## src/rtl/id_stage_pipe_if.sv

```systemverilog
// ID-stage port bundle: IF/WB/EX side inputs and the registered ID/EX bank outputs.
interface id_stage_pipe_if #(
   parameter int XLEN       = 32,
   parameter int REG_ADDR_W = 5,
   parameter int PC_W       = 32
);
   logic                  iEn;
   logic                  iStall;
   logic                  iFlush;
   logic                  iValid;
   logic [PC_W-1:0]       iPC;
   logic [31:0]           iINS;
   logic                  iWbEn;
   logic [REG_ADDR_W-1:0] iWbAddr;
   logic [XLEN-1:0]       iWbData;
   logic                  iExLoad;
   logic [REG_ADDR_W-1:0] iExRd;
   logic                  oHazard;
   logic                  oValid;
   logic [PC_W-1:0]       oPC;
   logic [6:0]            oOpCode;
   logic [2:0]            oFunc3;
   logic [6:0]            oFunc7;
   logic [REG_ADDR_W-1:0] oAddrRd;
   logic [REG_ADDR_W-1:0] oAddrRs1;
   logic [REG_ADDR_W-1:0] oAddrRs2;
   logic [XLEN-1:0]       oRs1;
   logic [XLEN-1:0]       oRs2;
   logic [XLEN-1:0]       oImm;
   logic                  oMemEn;
   logic                  oWriteEn;
   logic                  oIllegal;
   logic                  oPCS_EXT;
   logic [PC_W-1:0]       oPC_EXT;

   modport master (
      output iEn, iStall, iFlush, iValid, iPC, iINS, iWbEn, iWbAddr, iWbData, iExLoad, iExRd,
      input  oHazard, oValid, oPC, oOpCode, oFunc3, oFunc7, oAddrRd, oAddrRs1, oAddrRs2,
             oRs1, oRs2, oImm, oMemEn, oWriteEn, oIllegal, oPCS_EXT, oPC_EXT
   );

   modport slave (
      input  iEn, iStall, iFlush, iValid, iPC, iINS, iWbEn, iWbAddr, iWbData, iExLoad, iExRd,
      output oHazard, oValid, oPC, oOpCode, oFunc3, oFunc7, oAddrRd, oAddrRs1, oAddrRs2,
             oRs1, oRs2, oImm, oMemEn, oWriteEn, oIllegal, oPCS_EXT, oPC_EXT
   );
endinterface

```

## src/rtl/id_stage_pipe.sv

```systemverilog
// RV32 instruction-decode stage: register file, field/immediate decode, load-use
// hazard detection, registered ID/EX bank and early JAL redirect with a
// one-instruction wrong-path squash.
// Optional macro ID_BYPASS_EN: write-back data is forwarded into the operands in the
// same cycle; without it a write-back to a used source stalls IF for one cycle instead.
module id_stage_pipe #(
   parameter int XLEN       = 32,
   parameter int REG_ADDR_W = 5,
   parameter int PC_W       = 32
) (
   input logic              iClk,
   input logic              nRst,
   id_stage_pipe_if.slave   bus
);
   localparam int NREG = 2**REG_ADDR_W;

   localparam logic [6:0] OP_LUI    = 7'b0110111;
   localparam logic [6:0] OP_AUIPC  = 7'b0010111;
   localparam logic [6:0] OP_JAL    = 7'b1101111;
   localparam logic [6:0] OP_JALR   = 7'b1100111;
   localparam logic [6:0] OP_BRANCH = 7'b1100011;
   localparam logic [6:0] OP_LOAD   = 7'b0000011;
   localparam logic [6:0] OP_STORE  = 7'b0100011;
   localparam logic [6:0] OP_IMM    = 7'b0010011;
   localparam logic [6:0] OP_REG    = 7'b0110011;

   typedef enum logic {RUN = 1'b0, SQUASH = 1'b1} state_t;

   typedef struct packed {
      logic                  valid;
      logic [PC_W-1:0]       pc;
      logic [6:0]            opcode;
      logic [2:0]            f3;
      logic [6:0]            f7;
      logic [REG_ADDR_W-1:0] rd;
      logic [REG_ADDR_W-1:0] rs1;
      logic [REG_ADDR_W-1:0] rs2;
      logic [XLEN-1:0]       rs1_val;
      logic [XLEN-1:0]       rs2_val;
      logic [XLEN-1:0]       imm;
      logic                  mem_en;
      logic                  wr_en;
      logic                  illegal;
      logic                  pcs;
      logic [PC_W-1:0]       pc_ext;
   } idex_t;

   // ---------------- field decode ----------------
   logic [6:0]            opcode;
   logic [2:0]            f3;
   logic [6:0]            f7;
   logic [REG_ADDR_W-1:0] rd, rs1, rs2;
   logic                  is_r, is_i, is_s, is_b, is_u, is_j, known;
   logic                  use_rs1, use_rs2, writes_rd;
   logic [31:0]           imm_j, imm32;
   logic [XLEN-1:0]       imm;

   assign opcode = bus.iINS[6:0];
   assign rd     = REG_ADDR_W'(bus.iINS[11:7]);
   assign f3     = bus.iINS[14:12];
   assign rs1    = REG_ADDR_W'(bus.iINS[19:15]);
   assign rs2    = REG_ADDR_W'(bus.iINS[24:20]);
   assign f7     = bus.iINS[31:25];

   assign is_r  = (opcode == OP_REG);
   assign is_i  = (opcode == OP_IMM) || (opcode == OP_LOAD) || (opcode == OP_JALR);
   assign is_s  = (opcode == OP_STORE);
   assign is_b  = (opcode == OP_BRANCH);
   assign is_u  = (opcode == OP_LUI) || (opcode == OP_AUIPC);
   assign is_j  = (opcode == OP_JAL);
   assign known = is_r || is_i || is_s || is_b || is_u || is_j;

   assign use_rs1   = is_r || is_i || is_s || is_b;
   assign use_rs2   = is_r || is_s || is_b;
   assign writes_rd = (is_r || is_i || is_u || is_j) && (rd != '0);

   assign imm_j = {{11{bus.iINS[31]}}, bus.iINS[31], bus.iINS[19:12], bus.iINS[20],
                   bus.iINS[30:21], 1'b0};

   // immediate selected by instruction format, sign-extended to XLEN
   always_comb begin
      imm32 = '0;
      if (is_i)      imm32 = {{20{bus.iINS[31]}}, bus.iINS[31:20]};
      else if (is_s) imm32 = {{20{bus.iINS[31]}}, bus.iINS[31:25], bus.iINS[11:7]};
      else if (is_b) imm32 = {{19{bus.iINS[31]}}, bus.iINS[31], bus.iINS[7],
                              bus.iINS[30:25], bus.iINS[11:8], 1'b0};
      else if (is_u) imm32 = {bus.iINS[31:12], 12'b0};
      else if (is_j) imm32 = imm_j;
   end
   assign imm = XLEN'($signed(imm32));

   // ---------------- register file ----------------
   logic [NREG-1:0][XLEN-1:0] rf_q, rf_d;
   logic                      wb_we;

   assign wb_we = bus.iWbEn && (bus.iWbAddr != '0);

   // write-back port; x0 is never written so it stays zero
   always_comb begin
      rf_d = rf_q;
      if (wb_we) rf_d[bus.iWbAddr] = bus.iWbData;
   end

   // register file storage
   always_ff @(posedge iClk or negedge nRst) begin
      if (!nRst) rf_q <= '0;
      else       rf_q <= rf_d;
   end

   logic            wb_hit1, wb_hit2, wb_match;
   logic [XLEN-1:0] rs1_val, rs2_val;

   assign wb_hit1 = wb_we && (bus.iWbAddr == rs1);
   assign wb_hit2 = wb_we && (bus.iWbAddr == rs2);

`ifdef ID_BYPASS_EN
   // same-cycle write-back data overrides the stale array value
   assign wb_match = 1'b0;
   assign rs1_val  = wb_hit1 ? bus.iWbData : ((rs1 == '0) ? '0 : rf_q[rs1]);
   assign rs2_val  = wb_hit2 ? bus.iWbData : ((rs2 == '0) ? '0 : rf_q[rs2]);
`else
   // no forwarding: a write-back to a live source stalls IF one cycle instead
   assign wb_match = (use_rs1 && wb_hit1) || (use_rs2 && wb_hit2);
   assign rs1_val  = (rs1 == '0) ? '0 : rf_q[rs1];
   assign rs2_val  = (rs2 == '0) ? '0 : rf_q[rs2];
`endif

   // ---------------- hazard ----------------
   logic ex_match, hazard, hold;

   assign ex_match = bus.iExLoad && (bus.iExRd != '0) &&
                     ((use_rs1 && (rs1 == bus.iExRd)) || (use_rs2 && (rs2 == bus.iExRd)));
   assign hazard   = bus.iValid && (ex_match || wb_match);
   assign hold     = bus.iStall || !bus.iEn;
   assign bus.oHazard = hazard;

   // ---------------- squash FSM ----------------
   state_t state_q, state_d;
   logic   live;

   // FSM state register
   always_ff @(posedge iClk or negedge nRst) begin
      if (!nRst) state_q <= RUN;
      else       state_q <= state_d;
   end

   // next state: a JAL arms the squash, the next accepted instruction disarms it
   always_comb begin
      state_d = state_q;
      if (bus.iFlush)                    state_d = RUN;
      else if (!hold && !hazard) begin
         if (state_q == RUN && bus.iValid && is_j) state_d = SQUASH;
         else if (state_q == SQUASH && bus.iValid) state_d = RUN;
      end
   end

   // FSM output: only RUN lets a valid instruction through as live
   always_comb begin
      live = bus.iValid && (state_q == RUN);
   end

   // ---------------- ID/EX bank ----------------
   idex_t bank_q, bank_d;

   // bank update: flush > hold > hazard bubble > normal load; redirect is a one-cycle pulse
   always_comb begin
      bank_d     = bank_q;
      bank_d.pcs = 1'b0;
      if (bus.iFlush) begin
         bank_d.valid   = 1'b0;
         bank_d.mem_en  = 1'b0;
         bank_d.wr_en   = 1'b0;
         bank_d.illegal = 1'b0;
      end else if (!hold) begin
         bank_d.pc      = bus.iPC;
         bank_d.opcode  = opcode;
         bank_d.f3      = f3;
         bank_d.f7      = f7;
         bank_d.rd      = rd;
         bank_d.rs1     = rs1;
         bank_d.rs2     = rs2;
         bank_d.rs1_val = rs1_val;
         bank_d.rs2_val = rs2_val;
         bank_d.imm     = imm;
         bank_d.valid   = live && !hazard;
         bank_d.mem_en  = live && !hazard && ((opcode == OP_LOAD) || is_s);
         bank_d.wr_en   = live && !hazard && writes_rd;
         bank_d.illegal = live && !hazard && !known;
         if (live && !hazard && is_j) begin
            bank_d.pcs    = 1'b1;
            bank_d.pc_ext = bus.iPC + PC_W'($signed(imm_j));
         end
      end
   end

   // ID/EX register bank
   always_ff @(posedge iClk or negedge nRst) begin
      if (!nRst) bank_q <= '0;
      else       bank_q <= bank_d;
   end

   assign bus.oValid   = bank_q.valid;
   assign bus.oPC      = bank_q.pc;
   assign bus.oOpCode  = bank_q.opcode;
   assign bus.oFunc3   = bank_q.f3;
   assign bus.oFunc7   = bank_q.f7;
   assign bus.oAddrRd  = bank_q.rd;
   assign bus.oAddrRs1 = bank_q.rs1;
   assign bus.oAddrRs2 = bank_q.rs2;
   assign bus.oRs1     = bank_q.rs1_val;
   assign bus.oRs2     = bank_q.rs2_val;
   assign bus.oImm     = bank_q.imm;
   assign bus.oMemEn   = bank_q.mem_en;
   assign bus.oWriteEn = bank_q.wr_en;
   assign bus.oIllegal = bank_q.illegal;
   assign bus.oPCS_EXT = bank_q.pcs;
   assign bus.oPC_EXT  = bank_q.pc_ext;
endmodule

```

## src/flat_wrapper.sv

```systemverilog
// flat-port wrapper written by rule: the top's interface ports become plain ports
module id_stage_pipe_flat 
#(
   parameter int XLEN       = 32,
   parameter int REG_ADDR_W = 5,
   parameter int PC_W       = 32
)
  (iClk, nRst, bus_iEn, bus_iStall, bus_iFlush, bus_iValid, bus_iPC, bus_iINS, bus_iWbEn, bus_iWbAddr, bus_iWbData, bus_iExLoad, bus_iExRd, bus_oHazard, bus_oValid, bus_oPC, bus_oOpCode, bus_oFunc3, bus_oFunc7, bus_oAddrRd, bus_oAddrRs1, bus_oAddrRs2, bus_oRs1, bus_oRs2, bus_oImm, bus_oMemEn, bus_oWriteEn, bus_oIllegal, bus_oPCS_EXT, bus_oPC_EXT);
  id_stage_pipe_if #(.XLEN(XLEN), .REG_ADDR_W(REG_ADDR_W), .PC_W(PC_W)) bus_i ();
  input logic iClk;
  input logic nRst;
  input wire logic [$bits(bus_i.iEn)-1:0] bus_iEn;
  input wire logic [$bits(bus_i.iStall)-1:0] bus_iStall;
  input wire logic [$bits(bus_i.iFlush)-1:0] bus_iFlush;
  input wire logic [$bits(bus_i.iValid)-1:0] bus_iValid;
  input wire logic [$bits(bus_i.iPC)-1:0] bus_iPC;
  input wire logic [$bits(bus_i.iINS)-1:0] bus_iINS;
  input wire logic [$bits(bus_i.iWbEn)-1:0] bus_iWbEn;
  input wire logic [$bits(bus_i.iWbAddr)-1:0] bus_iWbAddr;
  input wire logic [$bits(bus_i.iWbData)-1:0] bus_iWbData;
  input wire logic [$bits(bus_i.iExLoad)-1:0] bus_iExLoad;
  input wire logic [$bits(bus_i.iExRd)-1:0] bus_iExRd;
  output wire logic [$bits(bus_i.oHazard)-1:0] bus_oHazard;
  output wire logic [$bits(bus_i.oValid)-1:0] bus_oValid;
  output wire logic [$bits(bus_i.oPC)-1:0] bus_oPC;
  output wire logic [$bits(bus_i.oOpCode)-1:0] bus_oOpCode;
  output wire logic [$bits(bus_i.oFunc3)-1:0] bus_oFunc3;
  output wire logic [$bits(bus_i.oFunc7)-1:0] bus_oFunc7;
  output wire logic [$bits(bus_i.oAddrRd)-1:0] bus_oAddrRd;
  output wire logic [$bits(bus_i.oAddrRs1)-1:0] bus_oAddrRs1;
  output wire logic [$bits(bus_i.oAddrRs2)-1:0] bus_oAddrRs2;
  output wire logic [$bits(bus_i.oRs1)-1:0] bus_oRs1;
  output wire logic [$bits(bus_i.oRs2)-1:0] bus_oRs2;
  output wire logic [$bits(bus_i.oImm)-1:0] bus_oImm;
  output wire logic [$bits(bus_i.oMemEn)-1:0] bus_oMemEn;
  output wire logic [$bits(bus_i.oWriteEn)-1:0] bus_oWriteEn;
  output wire logic [$bits(bus_i.oIllegal)-1:0] bus_oIllegal;
  output wire logic [$bits(bus_i.oPCS_EXT)-1:0] bus_oPCS_EXT;
  output wire logic [$bits(bus_i.oPC_EXT)-1:0] bus_oPC_EXT;
  assign bus_i.iEn = bus_iEn;
  assign bus_i.iStall = bus_iStall;
  assign bus_i.iFlush = bus_iFlush;
  assign bus_i.iValid = bus_iValid;
  assign bus_i.iPC = bus_iPC;
  assign bus_i.iINS = bus_iINS;
  assign bus_i.iWbEn = bus_iWbEn;
  assign bus_i.iWbAddr = bus_iWbAddr;
  assign bus_i.iWbData = bus_iWbData;
  assign bus_i.iExLoad = bus_iExLoad;
  assign bus_i.iExRd = bus_iExRd;
  assign bus_oHazard = bus_i.oHazard;
  assign bus_oValid = bus_i.oValid;
  assign bus_oPC = bus_i.oPC;
  assign bus_oOpCode = bus_i.oOpCode;
  assign bus_oFunc3 = bus_i.oFunc3;
  assign bus_oFunc7 = bus_i.oFunc7;
  assign bus_oAddrRd = bus_i.oAddrRd;
  assign bus_oAddrRs1 = bus_i.oAddrRs1;
  assign bus_oAddrRs2 = bus_i.oAddrRs2;
  assign bus_oRs1 = bus_i.oRs1;
  assign bus_oRs2 = bus_i.oRs2;
  assign bus_oImm = bus_i.oImm;
  assign bus_oMemEn = bus_i.oMemEn;
  assign bus_oWriteEn = bus_i.oWriteEn;
  assign bus_oIllegal = bus_i.oIllegal;
  assign bus_oPCS_EXT = bus_i.oPCS_EXT;
  assign bus_oPC_EXT = bus_i.oPC_EXT;
  id_stage_pipe #(.XLEN(XLEN), .REG_ADDR_W(REG_ADDR_W), .PC_W(PC_W)) u_core (.iClk(iClk), .nRst(nRst), .bus(bus_i));
endmodule
```

## config.mk

```make
export PLATFORM = sky130hd
export DESIGN_NAME = id_stage_pipe_flat
export DESIGN_NICKNAME = d
export VERILOG_FILES = /design/src/rtl/id_stage_pipe_if.sv /design/src/rtl/id_stage_pipe.sv /design/src/flat_wrapper.sv
export SDC_FILE = /design/constraint.sdc
export NUM_CORES = 2
export LEC_CHECK = 0
export CAP_MARGIN = 40
export CORE_MARGIN = 1.5
export CORE_UTILIZATION = 50
export DETAILED_ROUTE_END_ITERATION = 12
export GPL_ROUTABILITY_DRIVEN = 0
export GPL_TIMING_DRIVEN = 0
export PLACE_DENSITY_LB_ADDON = 0.08
export SYNTH_ARGS = -nofsm -noshare
export SYNTH_HDL_FRONTEND = slang
export SYNTH_SLANG_ARGS = --single-unit
```

## constraint.sdc

```tcl
create_clock -name iClk -period 6.7 [get_ports iClk]
set_clock_uncertainty 0.2 [all_clocks]
set_input_delay 1.675 -clock iClk [delete_from_list [all_inputs] [get_ports iClk]]
set_output_delay 1.675 -clock iClk [all_outputs]
set_load 0.005 [all_outputs]
```

After elaboration in Yosys (flattened, before gate mapping)
Cells that the tools add are included.
- flip-flop bits (word level): 1222
- bits of input ports: 114
- output and inout port bits: 198
- mux-type cells: 23
- reductions and logical operators: 52
- order comparisons: 4
- add/sub/neg operators: 1
- bitwise gates (word level): 3
- equal/unequal tests: 14
- operators with widths (operator ; number):
    1024-bit bitwise mux ; 1
    32-bit binary-select mux with 5-bit select ; 2
    32-bit two-way mux ; 10
    197-bit two-way mux ; 1
    32-bit demux with 5-bit select ; 1
    33-bit two-way mux ; 2
    32-bit adder ; 1
    7-bit by 6-bit equality test with 1-bit output, second input constant ; 3
    7-bit equality test, second input constant ; 3
    1-bit logical AND ; 21
    5-bit equality test ; 4
    5-bit by 6-bit less-than comparator with 1-bit output, second input constant ; 3
    1-bit logical OR ; 17
    5-bit nonzero test ; 3
    7-bit by 5-bit equality test with 1-bit output, second input constant ; 2
    5-bit zero test ; 2
    7-bit by 2-bit equality test with 1-bit output, second input constant ; 1
    5-bit by 1-bit greater-or-equal comparator with 1-bit output, second input constant ; 1
    1-bit two-way mux ; 5
    1-bit zero test ; 4
    2-bit AND reduction ; 2
    3-bit two-way mux ; 1
    1-bit NOT ; 3
    3-bit AND reduction ; 1
    other kinds (3) ; 3

Depth between registers and ports, before layout
- depth in word-level cells: 17
- depth in mapped cells: 12
- depth with buffers taken out: 10

Least setup slack after synthesis
No wires, ideal clock.
- path type: input-to-output
- start: input port bus_iINS[3]
- end: output port bus_oHazard
- setup slack: 1989 ps
- required time: 4825 ps
- buffers on the path: 1
- stages: 6
- arrival: 2836 ps
- cell sequence: clkbuf_2 -> and4bb_2 -> nand3_1 -> nor4_1 -> o21ai_0 -> a21boi_0
- cells in the longest elaborated chain, start to end: 11
- elaborated cells between the ends (all ways): 22
- classes of those cells: 6 x eq/ne; 16 x reduce/logical
- RTL lines (element ; line ; source):
    from (decl) ; flat_wrapper.sv:17 ; input wire logic [$bits(bus_i.iINS)-1:0] bus_iINS;
    7-bit by 5-bit equality test with 1-bit output or 7-bit by 2-bit equality test with 1-bit output (tied branches) ; id_stage_pipe.sv:66 ; assign is_i = (opcode == OP_IMM) || (opcode == OP_LOAD) || (opcode == OP_JALR);
    1-bit logical OR (2 in a row) ; id_stage_pipe.sv:66 ;
    1-bit logical OR (3 in a row) ; id_stage_pipe.sv:73 ; assign use_rs1 = is_r || is_i || is_s || is_b;
    1-bit logical AND ; id_stage_pipe.sv:132 ; ((use_rs1 && (rs1 == bus.iExRd)) || (use_rs2 && (rs2 == bus.iExRd)));
    1-bit logical OR ; id_stage_pipe.sv:132 ;
    1-bit logical AND ; id_stage_pipe.sv:131 ; assign ex_match = bus.iExLoad && (bus.iExRd != '0) &&
    1-bit logical OR (*) ; id_stage_pipe.sv:133 ; assign hazard = bus.iValid && (ex_match || wb_match);
    1-bit logical AND (*) ; id_stage_pipe.sv:133 ;
    to (decl) ; flat_wrapper.sv:23 ; output wire logic [$bits(bus_i.oHazard)-1:0] bus_oHazard;
Every way passes the cells marked *; elsewhere a longest branch is shown, timed or not.

Worst setup path after layout
- start: input port bus_iINS[23]
- end: output port bus_oHazard
- cells in the longest elaborated chain, start to end: 6
- elaborated cells between the ends (all ways): 10
- classes of those cells: 2 x eq/ne; 8 x reduce/logical
- RTL lines (element ; line):
    5-bit equality test, on equally long branches ; id_stage_pipe.sv:132, id_stage_pipe.sv:114
    1-bit logical AND, on equally long branches ; id_stage_pipe.sv:132, id_stage_pipe.sv:114
    1-bit logical OR or 1-bit logical AND (tied branches) ; id_stage_pipe.sv:132, id_stage_pipe.sv:123
    1-bit logical AND or 1-bit logical OR (tied branches) ; id_stage_pipe.sv:131, id_stage_pipe.sv:123
    1-bit logical OR (*) ; id_stage_pipe.sv:133
    1-bit logical AND (*) ; id_stage_pipe.sv:133
Marks and branches as above.

==> impl_metrics.env <==
export IMPL_path_cells="clkdlybuf4s50_1 > clkbuf_1 > xnor2_1 > nand3_1 > nor4_1 > o211ai_2 > a21boi_0 > clkdlybuf4s50_1"
export IMPL_p_seq_share_pct=43.2
export IMPL_numCtsBuffers=137
export IMPL_die_area_um2=129000
export IMPL_postCtsHoldBufs=0
export IMPL_synth_area_um2=63300
export IMPL_powerDensity_nw_per_um2=298
export IMPL_switching_power_mw=6.11
export IMPL_reg2reg_from="u_core.rf_q[816]$_DFFE_PN0P_"
export IMPL_hold_viol=0
export IMPL_syn_mean_instance_area_um2=14.8
export IMPL_root_buffer="clkbuf_16"
export IMPL_final_nets=5025
export IMPL_crit_buf_inv=3
export IMPL_ant_nets=0
export IMPL_maxCapViolations=0
export IMPL_fp_row_count=130
export IMPL_status="finished, final reports clean"
export IMPL_crit_required_ps=4830
export IMPL_vias_per_cell=6.55
export IMPL_stdcell_count=6649
export IMPL_postCtsSetupBuffers=0
export IMPL_grt_pass1_wl_um=325000
export IMPL_portBuffers=307
export IMPL_crit_path_start="bus_iINS[23]"
export IMPL_fp_dieH_um=359
export IMPL_tns_ps=0
export IMPL_finalMaxSlewViolations=0
export IMPL_clockBufferDepth=3
export IMPL_worstSetupStartpointType="input pin"
export IMPL_max_stage_delay_ps=620
export IMPL_wl_per_cell_um=34.4
export IMPL_clkPwrFrac_pct=35.3
export IMPL_hold_ws_ps=274
export IMPL_drive_above_1_share_pct=43.0
export IMPL_switching_share_pct=27.3
export IMPL_setup_viol=0
export IMPL_ys_ff_latch=1222
export IMPL_p_leak_nw=32.5
export IMPL_clk_latency_ps=790
export IMPL_syn_to_final_growth_pct=19.0
export IMPL_start_util_pct=50.4
export IMPL_synthFlopType="dfrtp_1"
export IMPL_final_cell_mix="1,222 x dfrtp_1, 1,041 x mux2_2, 608 x mux4_2"
export IMPL_yosysSeqAreaShare_pct=48.3
export IMPL_num_vias=43600
export IMPL_end_kind="output port"
export IMPL_synthArstFlopShare_pct=100
export IMPL_drtIter0Drc=5282
export IMPL_clkSinkCount=1222
export IMPL_totalPowerFinal_mw=22.4
export IMPL_synth_fp_nets=4422
export IMPL_core_area_um2=126000
export IMPL_hp_start="u_core.bus.oOpCode[5]$_DFFE_PN0P_"
export IMPL_first_global_vias=43600
export IMPL_cts_resized=0
export IMPL_slew_limit_headroom_pct=31.7
export IMPL_wirelength_um=229000
export IMPL_final_common_cell="dfrtp_1"
export IMPL_crit_fanout=7
export IMPL_placed_cells=6391
export IMPL_cp_arrival_ps=4690
export IMPL_critical_path_top_delay_family="buffers and inverters"
export IMPL_cts_tree="yes"
export IMPL_ios=312
export IMPL_grt_max_degree=169
export IMPL_syn_inst=4277
export IMPL_critical_path_slowest_cell="clkdlybuf4s50_1"
export IMPL_min_path_type="flip-flop to flip-flop"
export IMPL_drc=0
export IMPL_ys_types=72
export IMPL_critPathMostFrequentCell="clkdlybuf4s50_1"
export IMPL_fmax_mhz=152
export IMPL_vdd_ir_drop_max_mv=0.307
export IMPL_rsz0062_at_grt="no"
export IMPL_fp_dieW_um=359
export IMPL_synth_edf_count=0
export IMPL_combPwrFrac_pct=21.5
export IMPL_min_period_over_period_pct=97.9
export IMPL_critPathKind="input pin to output port"
export IMPL_grt_overflow_total=0
export IMPL_period_minus_slack_ps=6560
export IMPL_cts_max_level=4
export IMPL_hpwlAfterDp_um=170000
export IMPL_drtPass1Iterations=6
export IMPL_yosysWarnings=0
export IMPL_antenna_found_initial=13
export IMPL_worst_pin_slew_ps=1020
export IMPL_internal_power_mw=16.3
export IMPL_grtUsageTotal_pct=35.8
export IMPL_clkTransAtPathRegs_ps=60
==> worst min-delay path: stages (launching register included) <==
cell,delay [ps]
dfrtp_1,340
nand2_1,50
nand2_1,50
==> sequential cells by signal, indices dropped and copies added, names as in the netlist, 3 cells and up <==
signal	flops
u_core.bus.oRs1	32
u_core.bus.oImm	32
u_core.bus.oFunc3	3
u_core.rf_q	1024
u_core.bus.oPC	32
u_core.bus.oPC_EXT	32
u_core.bus.oOpCode	7
u_core.bus.oAddrRs2	5
u_core.bus.oFunc7	7
u_core.bus.oRs2	32
u_core.bus.oAddrRd	5
u_core.bus.oAddrRs1	5
==> layer usage <==
layer  wire (um)  vias up  global-route usage, %
li1            -    17400                      -
met1       89800    23300                   48.1
met2      104000     2263                   53.9
met3       21400      564                   9.25
met4       13400        4                   19.0
met5          25        -                      0
==> cells by family (layout without fill, tap and decap cells) <==
kind of cell             after synthesis  after routing  synth area share (%)
AND/OR/NAND/NOR                      540            540                  3.74
adder cells (fa/ha/maj)               31             31                 0.624
multiplexers                        1701           1701                  41.0
buffers and inverters                452           1160                  2.99
XOR/XNOR                              46             46                 0.636
flip-flops                          1222           1222                  48.3
other                                  0             14                     0
AO/OA/AOI/OAI                        285            285                  2.77
==> stage by stage <==
stage | util, % | worst slack (ps) | area [um^2]
after CTS | 60.0 | 162 | 75300
after global routing | 60.0 | 91.2 | 75400
after detailed placement | 56.3 | 167 | 70600
after floorplan | - | 1990 | 63300
final | 60.0 | 138 | 75400
after global placement | 54.5 | -53710 | 68500
==> cells in the mapped netlist (5+ instances only) <==
master / instances / area (um^2)
o22ai_1: 34 / 213
nand2_1: 354 / 1330
a21o_1: 22 / 165
o21bai_1: 5 / 37.5
ha_1: 30 / 375
and3_1: 7 / 43.8
o31ai_1: 32 / 240
xnor2_1: 27 / 236
dfrtp_1: 1222 / 30600
o21ai_1: 14 / 70.1
xor2_1: 19 / 166
a21oi_1: 58 / 290
nor3_1: 16 / 80.1
nor2_1: 58 / 218
a211oi_1: 6 / 45.0
or2_2: 5 / 31.3
inv_1: 10 / 37.5
nand4_1: 7 / 43.8
mux4_2: 608 / 13700
buf_4: 16 / 120
nor2b_1: 34 / 213
buf_2: 70 / 350
mux2i_1: 49 / 490
mux2_2: 1041 / 11700
clkbuf_1: 291 / 1090
buf_1: 57 / 214
nand2b_1: 11 / 68.8
o21ai_0: 82 / 410
buf_6: 6 / 67.6
nand3_1: 13 / 65.1
==> power by group through the flow <==
stage / logic, mW / registers [mW] / clock network (mW)
2_1_floorplan: 3.15 / 9.49 / 0
3_3_place_gp: 4.63 / 9.78 / 0
3_5_place_dp: 4.80 / 9.77 / 0
4_1_cts: 4.82 / 9.65 / 8.00
5_1_grt: 5.11 / 9.85 / 8.27
6_report: 4.83 / 9.68 / 7.92
==> cell type report <==
class	instances	area, um^2
fillers	9809	50200
multi-input cells	2603	30900
flip-flops and latches	1222	30600
repair buffers	464	5230
clock buffers	204	4190
well taps	1650	2060
plain buffers	441	1860
clock inverters	40	502
inverters	11	43.8
diodes	14	35.0
==> worst paths after layout <==
path	endpoint	slack (ps)	cells past startpoint
max in group asynchronous	u_core.rf_q[937]$_DFFE_PN0P_	1940	6
min reg2reg	u_core.bus.oOpCode[5]$_DFFE_PN0P_	270	2
max	bus_oHazard	140	8
min	u_core.bus.oOpCode[5]$_DFFE_PN0P_	270	2
min in group asynchronous	u_core.rf_q[247]$_DFFE_PN0P_	610	1
max reg2reg	u_core.bus.oRs1[16]$_DFFE_PN0P_	4260	4
No activity file was read; power rests on OpenSTA's default activity.
